**config.mk**
```make
export PLATFORM = sky130hd
export DESIGN_NAME = cu_chunk_sequencer_flat
export DESIGN_NICKNAME = d
export VERILOG_FILES = /design/src/rtl/npu_seq_pkg.sv /design/src/rtl/cu_chunk_sequencer_if.sv /design/src/rtl/pingpong_bank_tracker.sv /design/src/rtl/cu_chunk_sequencer.sv /design/src/flat_wrapper.sv
export SDC_FILE = /design/constraint.sdc
export NUM_CORES = 1
export LEC_CHECK = 0
export ABC_CLOCK_PERIOD_IN_PS = 3080
export BUFFER_PORTS_ARGS = -buffer_cell sky130_fd_sc_hd__buf_2
export CORE_ASPECT_RATIO = 0.6
export CORE_MARGIN = 5
export CORE_UTILIZATION = 50
export DETAILED_ROUTE_END_ITERATION = 8
export PLACE_DENSITY_LB_ADDON = 0.12
export REMOVE_ABC_BUFFERS = 1
export SLEW_MARGIN = 10
export SYNTH_ARGS = -nofsm -noshare
export SYNTH_HDL_FRONTEND = slang
export SYNTH_SLANG_ARGS = --single-unit
```
**constraint.sdc**
```tcl
create_clock -name clk_i -period 3.08 [get_ports clk_i]
set_clock_uncertainty 0.1 [all_clocks]
set_input_delay 0.308 -clock clk_i [delete_from_list [all_inputs] [get_ports clk_i]]
set_output_delay 0.308 -clock clk_i [all_outputs]
set_load 0.01 [all_outputs]
```
**src/rtl/npu_seq_pkg.sv**
```systemverilog
// rtl/npu_seq_pkg.sv - shared widths, state type and helpers for the chunk sequencer
`ifndef MEM_SIZE
`define MEM_SIZE 1024
`endif
`ifndef PREFIX_SUM_SIZE
`define PREFIX_SUM_SIZE 16
`endif

package npu_seq_pkg;

   localparam int CHUNK_CNT_W = 8;
   localparam int OUT_CNT_W   = 10;
   localparam int SPM_NUM_W   = $clog2(`MEM_SIZE / `PREFIX_SUM_SIZE);
   localparam int TOTAL_W     = CHUNK_CNT_W + OUT_CNT_W;

   typedef enum logic [2:0] {
      S_IDLE      = 3'd0,
      S_WAIT_BANK = 3'd1,
      S_RUN       = 3'd2,
      S_DRAIN     = 3'd3,
      S_DONE      = 3'd4
   } seq_state_e;

   // Total chunks in a job; wide enough that the product never overflows.
   function automatic logic [TOTAL_W-1:0] job_total(input logic [CHUNK_CNT_W-1:0] chunks,
                                                    input logic [OUT_CNT_W-1:0]   outputs);
      return TOTAL_W'(chunks) * TOTAL_W'(outputs);
   endfunction

endpackage

```
**src/rtl/cu_chunk_sequencer_if.sv**
```systemverilog
// rtl/cu_chunk_sequencer_if.sv - descriptor, loader and compute-unit signals of the chunk sequencer
interface cu_chunk_sequencer_if;
   import npu_seq_pkg::*;

   logic                   cfg_valid_i;
   logic                   cfg_ready_o;
   logic [CHUNK_CNT_W-1:0] cfg_chunks_i;
   logic [OUT_CNT_W-1:0]   cfg_outputs_i;
   logic [SPM_NUM_W-1:0]   cfg_spm_num_i;
   logic                   ld_req_o;
   logic                   ld_bank_o;
   logic                   ld_done_i;
   logic                   rd_sel_o;
   logic                   init_o;
   logic                   chunk_start_o;
   logic [SPM_NUM_W-1:0]   rd_spm_num_o;
   logic                   chunk_end_i;
   logic                   acc_val_i;
   logic [OUT_CNT_W-1:0]   out_addr_o;
   logic                   first_chunk_o;
   logic                   busy_o;
   logic                   done_o;
   logic                   err_o;

   // Sequencer side
   modport slave (
      input  cfg_valid_i, cfg_chunks_i, cfg_outputs_i, cfg_spm_num_i,
      input  ld_done_i, chunk_end_i, acc_val_i,
      output cfg_ready_o, ld_req_o, ld_bank_o, rd_sel_o, init_o, chunk_start_o,
      output rd_spm_num_o, out_addr_o, first_chunk_o, busy_o, done_o, err_o
   );

   // Layer control / loader / compute-unit side
   modport master (
      output cfg_valid_i, cfg_chunks_i, cfg_outputs_i, cfg_spm_num_i,
      output ld_done_i, chunk_end_i, acc_val_i,
      input  cfg_ready_o, ld_req_o, ld_bank_o, rd_sel_o, init_o, chunk_start_o,
      input  rd_spm_num_o, out_addr_o, first_chunk_o, busy_o, done_o, err_o
   );

endinterface

```
**src/rtl/pingpong_bank_tracker.sv**
```systemverilog
// rtl/pingpong_bank_tracker.sv - ping-pong bank full flags, load/read pointers and load counter
module pingpong_bank_tracker
   import npu_seq_pkg::*;
(
   input  logic                   clk_i,
   input  logic                   rst_i,
   input  logic                   start_i,
   input  logic [CHUNK_CNT_W-1:0] chunks_i,
   input  logic [OUT_CNT_W-1:0]   outputs_i,
   input  logic                   busy_i,
   input  logic                   ld_done_i,
   input  logic                   release_i,
   output logic                   ld_req_o,
   output logic                   ld_bank_o,
   output logic                   rd_sel_o,
   output logic                   rd_full_o,
   output logic                   ld_err_o
);

   logic [1:0]         full_q, full_d;
   logic               ld_bank_q, ld_bank_d;
   logic               rd_sel_q, rd_sel_d;
   logic [TOTAL_W-1:0] load_cnt_q, load_cnt_d;
   logic [TOTAL_W-1:0] total_q, total_d;
   logic               ld_take;

   // The loader may fill the bank under ld_bank only while it is empty and chunks remain.
   assign ld_req_o  = busy_i && !full_q[ld_bank_q] && (load_cnt_q < total_q);
   assign ld_take   = ld_done_i && ld_req_o;
   assign ld_err_o  = ld_done_i && !ld_req_o;
   assign ld_bank_o = ld_bank_q;
   assign rd_sel_o  = rd_sel_q;
   assign rd_full_o = full_q[rd_sel_q];

   // Next-state: a release and a load completion always address opposite banks.
   always_comb begin
      full_d     = full_q;
      ld_bank_d  = ld_bank_q;
      rd_sel_d   = rd_sel_q;
      load_cnt_d = load_cnt_q;
      total_d    = total_q;
      if (start_i) begin
         full_d     = 2'b00;
         ld_bank_d  = 1'b0;
         rd_sel_d   = 1'b0;
         load_cnt_d = '0;
         total_d    = job_total(chunks_i, outputs_i);
      end else begin
         if (release_i) begin
            full_d[rd_sel_q] = 1'b0;
            rd_sel_d         = !rd_sel_q;
         end
         if (ld_take) begin
            full_d[ld_bank_q] = 1'b1;
            ld_bank_d         = !ld_bank_q;
            load_cnt_d        = load_cnt_q + TOTAL_W'(1);
         end
      end
   end

   // Bank state registers
   always_ff @(posedge clk_i or negedge rst_i) begin
      if (!rst_i) begin
         full_q     <= 2'b00;
         ld_bank_q  <= 1'b0;
         rd_sel_q   <= 1'b0;
         load_cnt_q <= '0;
         total_q    <= '0;
      end else begin
         full_q     <= full_d;
         ld_bank_q  <= ld_bank_d;
         rd_sel_q   <= rd_sel_d;
         load_cnt_q <= load_cnt_d;
         total_q    <= total_d;
      end
   end

endmodule

```
**src/rtl/cu_chunk_sequencer.sv**
```systemverilog
// rtl/cu_chunk_sequencer.sv - chunk-level job sequencer for one compute unit
module cu_chunk_sequencer
   import npu_seq_pkg::*;
(
   input  logic                 clk_i,
   input  logic                 rst_i,
   cu_chunk_sequencer_if.slave  bus
);

   seq_state_e             state_q;
   logic [CHUNK_CNT_W-1:0] chunks_q, chunk_idx_q;
   logic [OUT_CNT_W-1:0]   outputs_q, out_addr_q;
   logic [SPM_NUM_W-1:0]   spm_num_q;
   logic                   init_q, chunk_start_q, first_q, busy_q, done_q, err_q, err_d;
   logic                   accept, empty_job, chunk_end_ok, acc_ok;
   logic                   last_chunk, last_out, proto_err, ld_err, rd_full;

   assign accept       = (state_q == S_IDLE) && bus.cfg_valid_i;
   assign empty_job    = (bus.cfg_chunks_i == '0) || (bus.cfg_outputs_i == '0);
   assign chunk_end_ok = (state_q == S_RUN) && bus.chunk_end_i;
   // acc_val arriving with chunk_end is handled exactly as if already in DRAIN
   assign acc_ok       = (chunk_end_ok && bus.acc_val_i) ||
                         ((state_q == S_DRAIN) && bus.acc_val_i);
   assign last_chunk   = (chunk_idx_q == chunks_q - CHUNK_CNT_W'(1));
   assign last_out     = (out_addr_q == outputs_q - OUT_CNT_W'(1));

   // Protocol errors are sticky until reset or the next accepted descriptor.
   assign proto_err = ld_err ||
                      (bus.chunk_end_i && (state_q != S_RUN)) ||
                      (bus.acc_val_i && (state_q != S_RUN) && (state_q != S_DRAIN));
   assign err_d     = accept ? 1'b0 : (err_q || proto_err);

   pingpong_bank_tracker u_banks (
      .clk_i     (clk_i),
      .rst_i     (rst_i),
      .start_i   (accept),
      .chunks_i  (bus.cfg_chunks_i),
      .outputs_i (bus.cfg_outputs_i),
      .busy_i    (busy_q),
      .ld_done_i (bus.ld_done_i),
      .release_i (chunk_end_ok),
      .ld_req_o  (bus.ld_req_o),
      .ld_bank_o (bus.ld_bank_o),
      .rd_sel_o  (bus.rd_sel_o),
      .rd_full_o (rd_full),
      .ld_err_o  (ld_err)
   );

   // Job FSM with chunk/output counters and registered pulse outputs
   always_ff @(posedge clk_i or negedge rst_i) begin
      if (!rst_i) begin
         state_q       <= S_IDLE;
         chunks_q      <= '0;
         outputs_q     <= '0;
         spm_num_q     <= '0;
         chunk_idx_q   <= '0;
         out_addr_q    <= '0;
         init_q        <= 1'b0;
         chunk_start_q <= 1'b0;
         first_q       <= 1'b0;
         busy_q        <= 1'b0;
         done_q        <= 1'b0;
         err_q         <= 1'b0;
      end else begin
         init_q        <= 1'b0;
         chunk_start_q <= 1'b0;
         done_q        <= 1'b0;
         err_q         <= err_d;
         case (state_q)
            S_IDLE: begin
               if (accept) begin
                  chunks_q    <= bus.cfg_chunks_i;
                  outputs_q   <= bus.cfg_outputs_i;
                  spm_num_q   <= bus.cfg_spm_num_i;
                  chunk_idx_q <= '0;
                  out_addr_q  <= '0;
                  busy_q      <= 1'b1;
                  if (empty_job) begin
                     state_q <= S_DONE;
                     first_q <= 1'b0;
                  end else begin
                     state_q <= S_WAIT_BANK;
                     init_q  <= 1'b1;
                     first_q <= 1'b1;
                  end
               end
            end
            S_WAIT_BANK: begin
               if (rd_full) begin
                  chunk_start_q <= 1'b1;
                  state_q       <= S_RUN;
               end
            end
            S_RUN: begin
               if (chunk_end_ok) state_q <= S_DRAIN;
            end
            S_DRAIN: begin
            end
            S_DONE: begin
               // First DONE cycle raises done_o; the second returns to IDLE,
               // so cfg_ready_o follows done_o by one cycle.
               if (!done_q) begin
                  done_q <= 1'b1;
               end else begin
                  state_q <= S_IDLE;
                  busy_q  <= 1'b0;
               end
            end
            default: state_q <= S_IDLE;
         endcase
         // Accumulator write-back retires the chunk and may advance the output address
         if (acc_ok) begin
            if (last_chunk) begin
               chunk_idx_q <= '0;
               first_q     <= 1'b1;
               out_addr_q  <= out_addr_q + OUT_CNT_W'(1);
               state_q     <= last_out ? S_DONE : S_WAIT_BANK;
            end else begin
               chunk_idx_q <= chunk_idx_q + CHUNK_CNT_W'(1);
               first_q     <= 1'b0;
               state_q     <= S_WAIT_BANK;
            end
         end
      end
   end

   assign bus.cfg_ready_o   = (state_q == S_IDLE);
   assign bus.init_o        = init_q;
   assign bus.chunk_start_o = chunk_start_q;
   assign bus.rd_spm_num_o  = spm_num_q;
   assign bus.out_addr_o    = out_addr_q;
   assign bus.first_chunk_o = first_q;
   assign bus.busy_o        = busy_q;
   assign bus.done_o        = done_q;
   assign bus.err_o         = err_q;

endmodule

```
**src/flat_wrapper.sv**
```systemverilog
// flat-port wrapper written by rule: the top's interface ports become plain ports
module cu_chunk_sequencer_flat import npu_seq_pkg::*;
  (clk_i, rst_i, bus_cfg_valid_i, bus_cfg_chunks_i, bus_cfg_outputs_i, bus_cfg_spm_num_i, bus_ld_done_i, bus_chunk_end_i, bus_acc_val_i, bus_cfg_ready_o, bus_ld_req_o, bus_ld_bank_o, bus_rd_sel_o, bus_init_o, bus_chunk_start_o, bus_rd_spm_num_o, bus_out_addr_o, bus_first_chunk_o, bus_busy_o, bus_done_o, bus_err_o);
  cu_chunk_sequencer_if bus_i ();
  input  logic clk_i;
  input  logic rst_i;
  input wire logic [$bits(bus_i.cfg_valid_i)-1:0] bus_cfg_valid_i;
  input wire logic [$bits(bus_i.cfg_chunks_i)-1:0] bus_cfg_chunks_i;
  input wire logic [$bits(bus_i.cfg_outputs_i)-1:0] bus_cfg_outputs_i;
  input wire logic [$bits(bus_i.cfg_spm_num_i)-1:0] bus_cfg_spm_num_i;
  input wire logic [$bits(bus_i.ld_done_i)-1:0] bus_ld_done_i;
  input wire logic [$bits(bus_i.chunk_end_i)-1:0] bus_chunk_end_i;
  input wire logic [$bits(bus_i.acc_val_i)-1:0] bus_acc_val_i;
  output wire logic [$bits(bus_i.cfg_ready_o)-1:0] bus_cfg_ready_o;
  output wire logic [$bits(bus_i.ld_req_o)-1:0] bus_ld_req_o;
  output wire logic [$bits(bus_i.ld_bank_o)-1:0] bus_ld_bank_o;
  output wire logic [$bits(bus_i.rd_sel_o)-1:0] bus_rd_sel_o;
  output wire logic [$bits(bus_i.init_o)-1:0] bus_init_o;
  output wire logic [$bits(bus_i.chunk_start_o)-1:0] bus_chunk_start_o;
  output wire logic [$bits(bus_i.rd_spm_num_o)-1:0] bus_rd_spm_num_o;
  output wire logic [$bits(bus_i.out_addr_o)-1:0] bus_out_addr_o;
  output wire logic [$bits(bus_i.first_chunk_o)-1:0] bus_first_chunk_o;
  output wire logic [$bits(bus_i.busy_o)-1:0] bus_busy_o;
  output wire logic [$bits(bus_i.done_o)-1:0] bus_done_o;
  output wire logic [$bits(bus_i.err_o)-1:0] bus_err_o;
  assign bus_i.cfg_valid_i = bus_cfg_valid_i;
  assign bus_i.cfg_chunks_i = bus_cfg_chunks_i;
  assign bus_i.cfg_outputs_i = bus_cfg_outputs_i;
  assign bus_i.cfg_spm_num_i = bus_cfg_spm_num_i;
  assign bus_i.ld_done_i = bus_ld_done_i;
  assign bus_i.chunk_end_i = bus_chunk_end_i;
  assign bus_i.acc_val_i = bus_acc_val_i;
  assign bus_cfg_ready_o = bus_i.cfg_ready_o;
  assign bus_ld_req_o = bus_i.ld_req_o;
  assign bus_ld_bank_o = bus_i.ld_bank_o;
  assign bus_rd_sel_o = bus_i.rd_sel_o;
  assign bus_init_o = bus_i.init_o;
  assign bus_chunk_start_o = bus_i.chunk_start_o;
  assign bus_rd_spm_num_o = bus_i.rd_spm_num_o;
  assign bus_out_addr_o = bus_i.out_addr_o;
  assign bus_first_chunk_o = bus_i.first_chunk_o;
  assign bus_busy_o = bus_i.busy_o;
  assign bus_done_o = bus_i.done_o;
  assign bus_err_o = bus_i.err_o;
  cu_chunk_sequencer u_core (.clk_i(clk_i), .rst_i(rst_i), .bus(bus_i));
endmodule
```
==> results of run 1 <==
-- cell families (layout without fill, tap and decap cells) --
| family | count (synthesis) | after routing |
|---|---|---|
| AOI/OAI and AO/OA | 125 | 125 |
| and+or+nand+nor | 342 | 342 |
| xor gates and xnor gates | 50 | 50 |
| buffers and inverters | 130 | 246 |
| adders and majority gates | 108 | 108 |
| muxes | 14 | 14 |
| DFF | 91 | 91 |
-- per-stage QoR --
step | worst slack (ns) | util | setup TNS, ns
floorplan | -1.175 | - | -10.07
global placement | -1.503 | 0.5757 | -15.30
detailed placement | -1.572 | 0.5757 | -16.02
CTS | -0.8030 | 0.6252 | -7.474
global route | -0.9786 | 0.6367 | -9.157
finish | -0.8334 | 0.6367 | -7.710
-- metal layers --
metal	global-route usage	routed length [um]	vias to the layer above
met1	0.3384	9759	3178
met2	0.3246	8259	208
met4	0.05572	310	0
met5	0	0	-
met3	0.04190	1299	28
li1	-	-	3059
-- what timing repair did --
item                                    CTS  global route
endpoints found under the setup margin   13            13
resized for setup                        94            32
hold endpoints to repair                 91             0
hold buffers                              1             0
buffers inserted                          5             9
pin swaps                                53            21
-- final timing paths --
kind | to | startpoint | slack (ns)
max | u_core.u_banks.total_q[15] | bus_cfg_outputs_i[4] | -0.83
min | u_core.bus.rd_spm_num_o[2] | bus_cfg_spm_num_i[2] | 0.05
max reg2reg | u_core.u_banks.load_cnt_q[3] | u_core.u_banks.load_cnt_q[2] | 0.15
min reg2reg | u_core.bus.rd_spm_num_o[2] | u_core.bus.rd_spm_num_o[2] | 0.38
max in group asynchronous | u_core.chunk_idx_q[7] | rst_i | 2.03
min in group asynchronous | u_core.u_banks.total_q[16] | rst_i | 0.45
-- registers in the layout (all words and copies together) (netlist names) --
signal	cells
u_core.chunks_q	8
u_core.state_q	3
u_core.u_banks.load_cnt_q	18
u_core.u_banks.ld_bank_o	1
u_core.bus.chunk_start_o	1
u_core.bus.first_chunk_o	1
u_core.bus.done_o	1
u_core.u_banks.rd_sel_o	1
u_core.bus.rd_spm_num_o	6
u_core.bus.init_o	1
u_core.bus.out_addr_o	10
u_core.bus.busy_o	1
u_core.chunk_idx_q	8
u_core.outputs_q	10
u_core.u_banks.full_q	2
u_core.u_banks.total_q	18
u_core.bus.err_o	1
-- layout by cell type, fill, tap and decap left out, drive strengths merged, types with 3 or more instances in the layout --
| cell type | instances |
|---|---|
| buf | 132 |
| nand2 | 126 |
| inv | 99 |
| dfrtp | 91 |
| and2 | 71 |
| ha | 60 |
| o21ai | 50 |
| fa | 48 |
| nor2 | 43 |
| xnor2 | 30 |
| a21oi | 28 |
| nand3 | 23 |
| xor2 | 20 |
| nor3 | 17 |
| mux2i | 12 |
| nor4 | 10 |
| clkbuf | 10 |
| nand2b | 9 |
| nand4 | 7 |
| a31oi | 7 |
| nor2b | 6 |
| or3 | 5 |
| a21o | 5 |
| o211ai | 4 |
| o21a | 4 |
| o31ai | 4 |
| or4 | 4 |
| and3 | 4 |
| nor3b | 3 |
| nand3b | 3 |
| o22ai | 3 |
| o41ai | 3 |
| or2 | 3 |
-- final cells by class --
type	count	share of cell area
Inverter	97	0.03897
Sequential cell	91	0.2437
Clock inverter	6	0.01044
Tap cell	198	0.02651
Multi-Input combinational cell	639	0.5455
Timing Repair Buffer	133	0.1103
Clock buffer	10	0.02450
-- power breakdown --
group          internal [mW]  switching [mW]  leakage (nW)
Clock                  0.724           0.517         0.159
Combinational           1.99            2.24          3.16
Sequential              1.55           0.367          1.18
Total                   4.26            3.12          4.50
-- worst register-to-register path, stage by stage (launching register included) --
cell	delay, ns
dfrtp_1	0.47
ha_1	0.34
a21o_1	0.18
a31oi_1	0.17
o21ai_0	0.20
a2111o_1	0.63
buf_4	0.28
or3_1	0.34
a21oi_1	0.15
==> flow_metrics.py, run 1 <==
metrics = {
    "placement": {
        "place_inst": 1143,
        "hpwl_um": 14790,
        "portBuffers": 55,
        "placed_cell_area_mm2": 0.008449,
        "gp_congestion": 0.8744,
    },
    "status": {
        "status": "finished with violations",
        "violations": "negative setup slack",
    },
    "synthesis": {
        "synth_edf_count": 0,
        "synth-xor-area-share": 0.05766,
        "synth.distinct_cells": 66,
        "yosys.area.top_type": "dfrtp_1",
        "synth_fa_ha_area_frac": 0.2254,
        "synth_mux_area_frac": 0.01878,
        "ys_seq_area_frac": 0.2998,
        "syn_inst": 860,
        "synth_commonest_cells": "nand2_1, inv_1, dfrtp_1",
        "synth_top_family_by_area": "simple AND/OR/NAND/NOR gates",
        "ys_top_cells_by_area": "dfrtp_1, fa_1, ha_1",
        "yosys.area_share.simple": 0.2282,
        "synth_compound_area_frac": 0.1012,
        "synth_top_cell_area_share": 0.2998,
        "ys_seq_elements": 91,
        "async_flop_share": 1.000,
        "synth_warnings": 0,
        "synth_area_per_cell_um2": 8.831,
        "synth.most_common_cell": "nand2_1",
        "syn_area_mm2": 0.007595,
        "synthFlopType": "dfrtp_1",
    },
    "floorplan": {
        "core-area_mm2": 0.01468,
        "pin_count": 56,
        "num_rows": 34,
        "die_w_um": 169.1,
        "die-area_mm2": 0.01784,
        "die_h_um": 105.5,
        "initial_core_util": 0.5175,
    },
    "setup_path": {
        "worstPathArrival_ns": 4.04,
        "cp.depth": 19,
        "critPathLaunchType": "primary input",
        "slowest_delay_ns": 0.54,
        "cp_max_fo": 6,
        "critical_path.cell_chain": "buf_8 > buf_6 > and2_4 > fa_2 > fa_1 > fa_1 > inv_1 > fa_1 > inv_2 > ha_4 > buf_6 > o21a_1 > o31a_1 > buf_6 > o21ai_4 > nand3b_1 > a31oi_1 > xor2_1 > o21ai_1",
        "crit_buf_inv": 6,
        "cp_top_family": "adder cells",
        "reg2reg_depth": 8,
        "cp-end-kind": "flop",
        "worst_ep_required_time_ns": 3.21,
        "critical_path_class": "primary input to flop",
        "crit_slowest_cell": "fa_1",
    },
    "sta": {
        "fmax_mhz": 255.5,
        "min_period_ns": 3.913,
        "slew_headroom": 0.5051,
        "min_period_over_period": 1.271,
        "worst_hold_slack_ns": 0.04993,
        "setup_slack_ns": -0.8334,
        "grt_setup_unrepaired": "true",
        "slew_violations": 0,
        "setup_viol": 12,
        "worstMarginPinSlew_ns": 0.7397,
        "hold_violations": 0,
    },
    "clock_tree": {
        "cts_tree": "done",
        "cts-htree-levels": 3,
        "cts_buffer_depth": 2,
        "clk_pin_slew_worst_paths_ns": 0.07,
        "cts_sinks": 91,
        "cts_buffers": 9,
        "clock-root-buffer": "clkbuf_16",
        "insertion_delay_ns": 0.35,
    },
    "power_and_ir_drop": {
        "p_per_area_mw_per_mm2": 790.6,
        "peakVddDrop_mv": 0.5282,
        "leakagePower_nw": 4.498,
        "power_mw": 7.388,
    },
    "layout": {
        "nets": 1109,
        "antenna_cells": 0,
        "drive_gt1_frac": 0.2295,
        "fin_area_mm2": 0.009344,
        "seq_area_mm2": 0.002277,
        "syn2layout_area_growth_pct": 23.03,
        "multiInputGateArea_mm2": 0.005097,
        "fin_cells": 1174,
        "nFillCells": 1211,
    },
    "drt": {
        "drcViolationCount": 0,
        "viasPerCell": 5.514,
        "detail_route.first_pass.iterations": 5,
        "ant_nets": 0,
        "wl_per_cell_um": 16.72,
        "via_count": 6473,
        "drt-total-wl_um": 19630,
        "drt_iter0_drc": 571,
    },
    "global_routing": {
        "grt_pass1_vias": 6449,
        "antenna_found_initial": 0,
        "grt_pass1_wl_um": 32020,
        "grt_max_degree": 92,
        "grt_remaining_overflow": 0,
        "grt_usage": 0.2217,
    },
    "min_path": {
        "holdPathStages": 3,
        "hold_path.class": "primary input to flop",
    },
    "job": {
        "drv_cap": 0,
    },
}
(Power assumes the default switching activity.)
==> run 2, diff against run 1 <==
- CTS_BUF_LIST: not set -> sky130_fd_sc_hd__clkbuf_4 sky130_fd_sc_hd__clkbuf_8
==> run 2 against run 1 <==
The run still ends with negative setup slack left. Combinational power up 3%. Core utilization fell by 0.54 points. Register-to-register slack about the same. Worst setup slack improved by 0.040 ns. Hold slack lost 0.033 ns. Die area did not move. Sequential share of layout area up 0.21 points. Via count grew 0.49%. Critical path type unchanged. Critical endpoint unchanged.
==> flow_metrics.py, run 2 (synthesized netlist as in run 1, its figures left out) <==
metrics = {
    "setup_path": {
        "crit_start": "bus_cfg_outputs_i[3]",
        "critical_path_class": "primary input to flop",
        "worst_ep_required_time_ns": 3.24,
        "crit_slowest_cell": "fa_1",
        "crit_buf_inv": 6,
        "r2r_setup_slack_ns": 0.16,
        "slowest_delay_ns": 0.51,
        "critical_path.cell_chain": "buf_8 > buf_6 > and2_4 > fa_2 > fa_1 > inv_2 > fa_1 > fa_1 > inv_2 > ha_4 > buf_6 > o21a_1 > o31a_1 > buf_6 > o21ai_4 > nand3b_1 > a31oi_1 > xor2_1 > o21ai_1",
        "worstPathArrival_ns": 4.03,
        "cp-end-kind": "flop",
        "timing.rr.end": "u_core.bus.out_addr_o[7]",
        "critPathLaunchType": "primary input",
        "r2r_start": "u_core.chunks_q[0]",
        "cp_top_family": "adder cells",
        "cp_max_fo": 8,
        "reg2reg_depth": 6,
    },
    "power_and_ir_drop": {
        "peakVddDrop_mv": 0.4899,
        "p_per_area_mw_per_mm2": 783.4,
        "leakagePower_nw": 4.452,
    },
    "placement": {
        "post-place-ws_ns": -1.572,
        "portBuffers": 55,
        "hpwl_um": 14790,
        "gp_congestion": 0.8744,
    },
    "clock_tree": {
        "cts_buffer_depth": 2,
        "cts_buffers": 9,
        "insertion_delay_ns": 0.39,
        "cts_tree": "done",
        "clk_pin_slew_worst_paths_ns": 0.10,
        "cts_sinks": 91,
        "cts-htree-levels": 3,
        "clock-root-buffer": "clkbuf_8",
    },
    "global_routing": {
        "grt_max_degree": 92,
        "grt_pass1_wl_um": 32250,
        "grt_pass1_vias": 6390,
        "grt_remaining_overflow": 0,
        "grt_usage": 0.2242,
        "antenna_found_initial": 0,
    },
    "drt": {
        "wl_per_cell_um": 16.93,
        "wl_met3_um": 1448,
        "drt-total-wl_um": 19920,
        "ant_nets": 0,
        "drt_iter0_drc": 497,
        "wl_met2_um": 8359,
        "viasPerCell": 5.531,
        "drcViolationCount": 0,
        "wl_met1_um": 9804,
        "via_count": 6505,
        "highest_layer": "met4",
        "detail_route.first_pass.iterations": 5,
    },
    "sta": {
        "slew_headroom": 0.5055,
        "grt_setup_unrepaired": "true",
        "worstMarginPinSlew_ns": 0.7391,
        "fmax_mhz": 258.2,
        "finalSetupTns_ns": -7.544,
        "slew_violations": 0,
        "setup_slack_ns": -0.7930,
        "hold_violations": 0,
        "min_period_over_period": 1.257,
        "setup_viol": 12,
        "min_period_ns": 3.873,
    },
    "floorplan": {
        "initial_core_util": 0.5175,
        "num_rows": 34,
        "core-area_mm2": 0.01468,
        "die-area_mm2": 0.01784,
        "die_w_um": 169.1,
        "die_h_um": 105.5,
        "pin_count": 56,
    },
    "min_path": {
        "holdPathStages": 3,
        "hp-start": "bus_cfg_spm_num_i[3]",
        "hold_path.class": "primary input to flop",
        "whs_endpoint": "u_core.bus.rd_spm_num_o[3]",
    },
    "job": {
        "drv_cap": 0,
    },
    "status": {
        "violations": "negative setup slack",
        "status": "finished with violations",
    },
    "layout": {
        "final_common_cell": "nand2_1",
        "reg_top3": "u_core.u_banks.load_cnt_q (18), u_core.u_banks.total_q (18)",
        "drive_gt1_frac": 0.2249,
        "final_cell_mix": "nand2_1, dfrtp_1, inv_1",
        "nFillCells": 1245,
        "syn2layout_area_growth_pct": 21.99,
        "antenna_cells": 0,
        "nets": 1111,
    },
}
run 2: per-layer routing:
layer | vias to the layer above | GRT usage
met5 | - | 0
met4 | 0 | 0.05629
met3 | 26 | 0.04564
met2 | 182 | 0.3289
met1 | 3235 | 0.3397
li1 | 3062 | -
run 2: how the worst max path moves through the flow:
stage	end	slack, ns	depth (start not counted)
6_report	u_core.u_banks.total_q[15]	-0.79	19
5_1_grt	u_core.u_banks.total_q[17]	-0.93	18
4_1_cts	u_core.u_banks.total_q[14]	-0.76	17
3_5_place_dp	u_core.u_banks.total_q[15]	-1.57	15
3_3_place_gp	u_core.u_banks.total_q[15]	-1.50	15
2_1_floorplan	u_core.u_banks.total_q[15]	-1.17	14
run 2: timing repair:
action	in CTS	in global routing
endpoints found under the hold margin	94	0
pin swaps	56	13
hold buffers	4	0
resized for setup	97	22
endpoints found under the setup margin	13	13
buffers inserted	6	7
run 2: cell type report:
cell class                      instances  area, um2  share of cell area
Tap cell                              198      247.7             0.02674
Inverter                               97      364.1             0.03930
Clock inverter                          6      97.59             0.01053
Timing Repair Buffer                  135       1027              0.1109
Clock buffer                           10      131.4             0.01418
Multi-Input combinational cell        639       5120              0.5526
Sequential cell                        91       2277              0.2458
run 2: worst reg2reg max path: cells and delay by family (launching register included):
kind	cells	cell delay, ns
muxes	1	0.24
AOI/OAI and AO/OA	1	0.54
and+or+nand+nor	4	1.54
DFF	1	0.43
run 2: power by group:
part	internal, mW	switching [mW]
clock network	0.478	0.488
registers	1.55	0.370
logic	2.06	2.31
total	4.09	3.17
run 2: metrics by stage:
stage	power, mW	area, um2	util	cells	hold slack, ns
after floorplan	4.177	7435	-	827	-0.08759
after global routing	7.846	9265	0.6313	1176	0.01293
final	7.258	9265	0.6313	1176	0.01678
after global placement	5.232	8449	0.5757	1143	0.2932
after detailed placement	5.379	8449	0.5757	1143	0.3038
after CTS	6.977	9136	0.6225	1169	0.001230
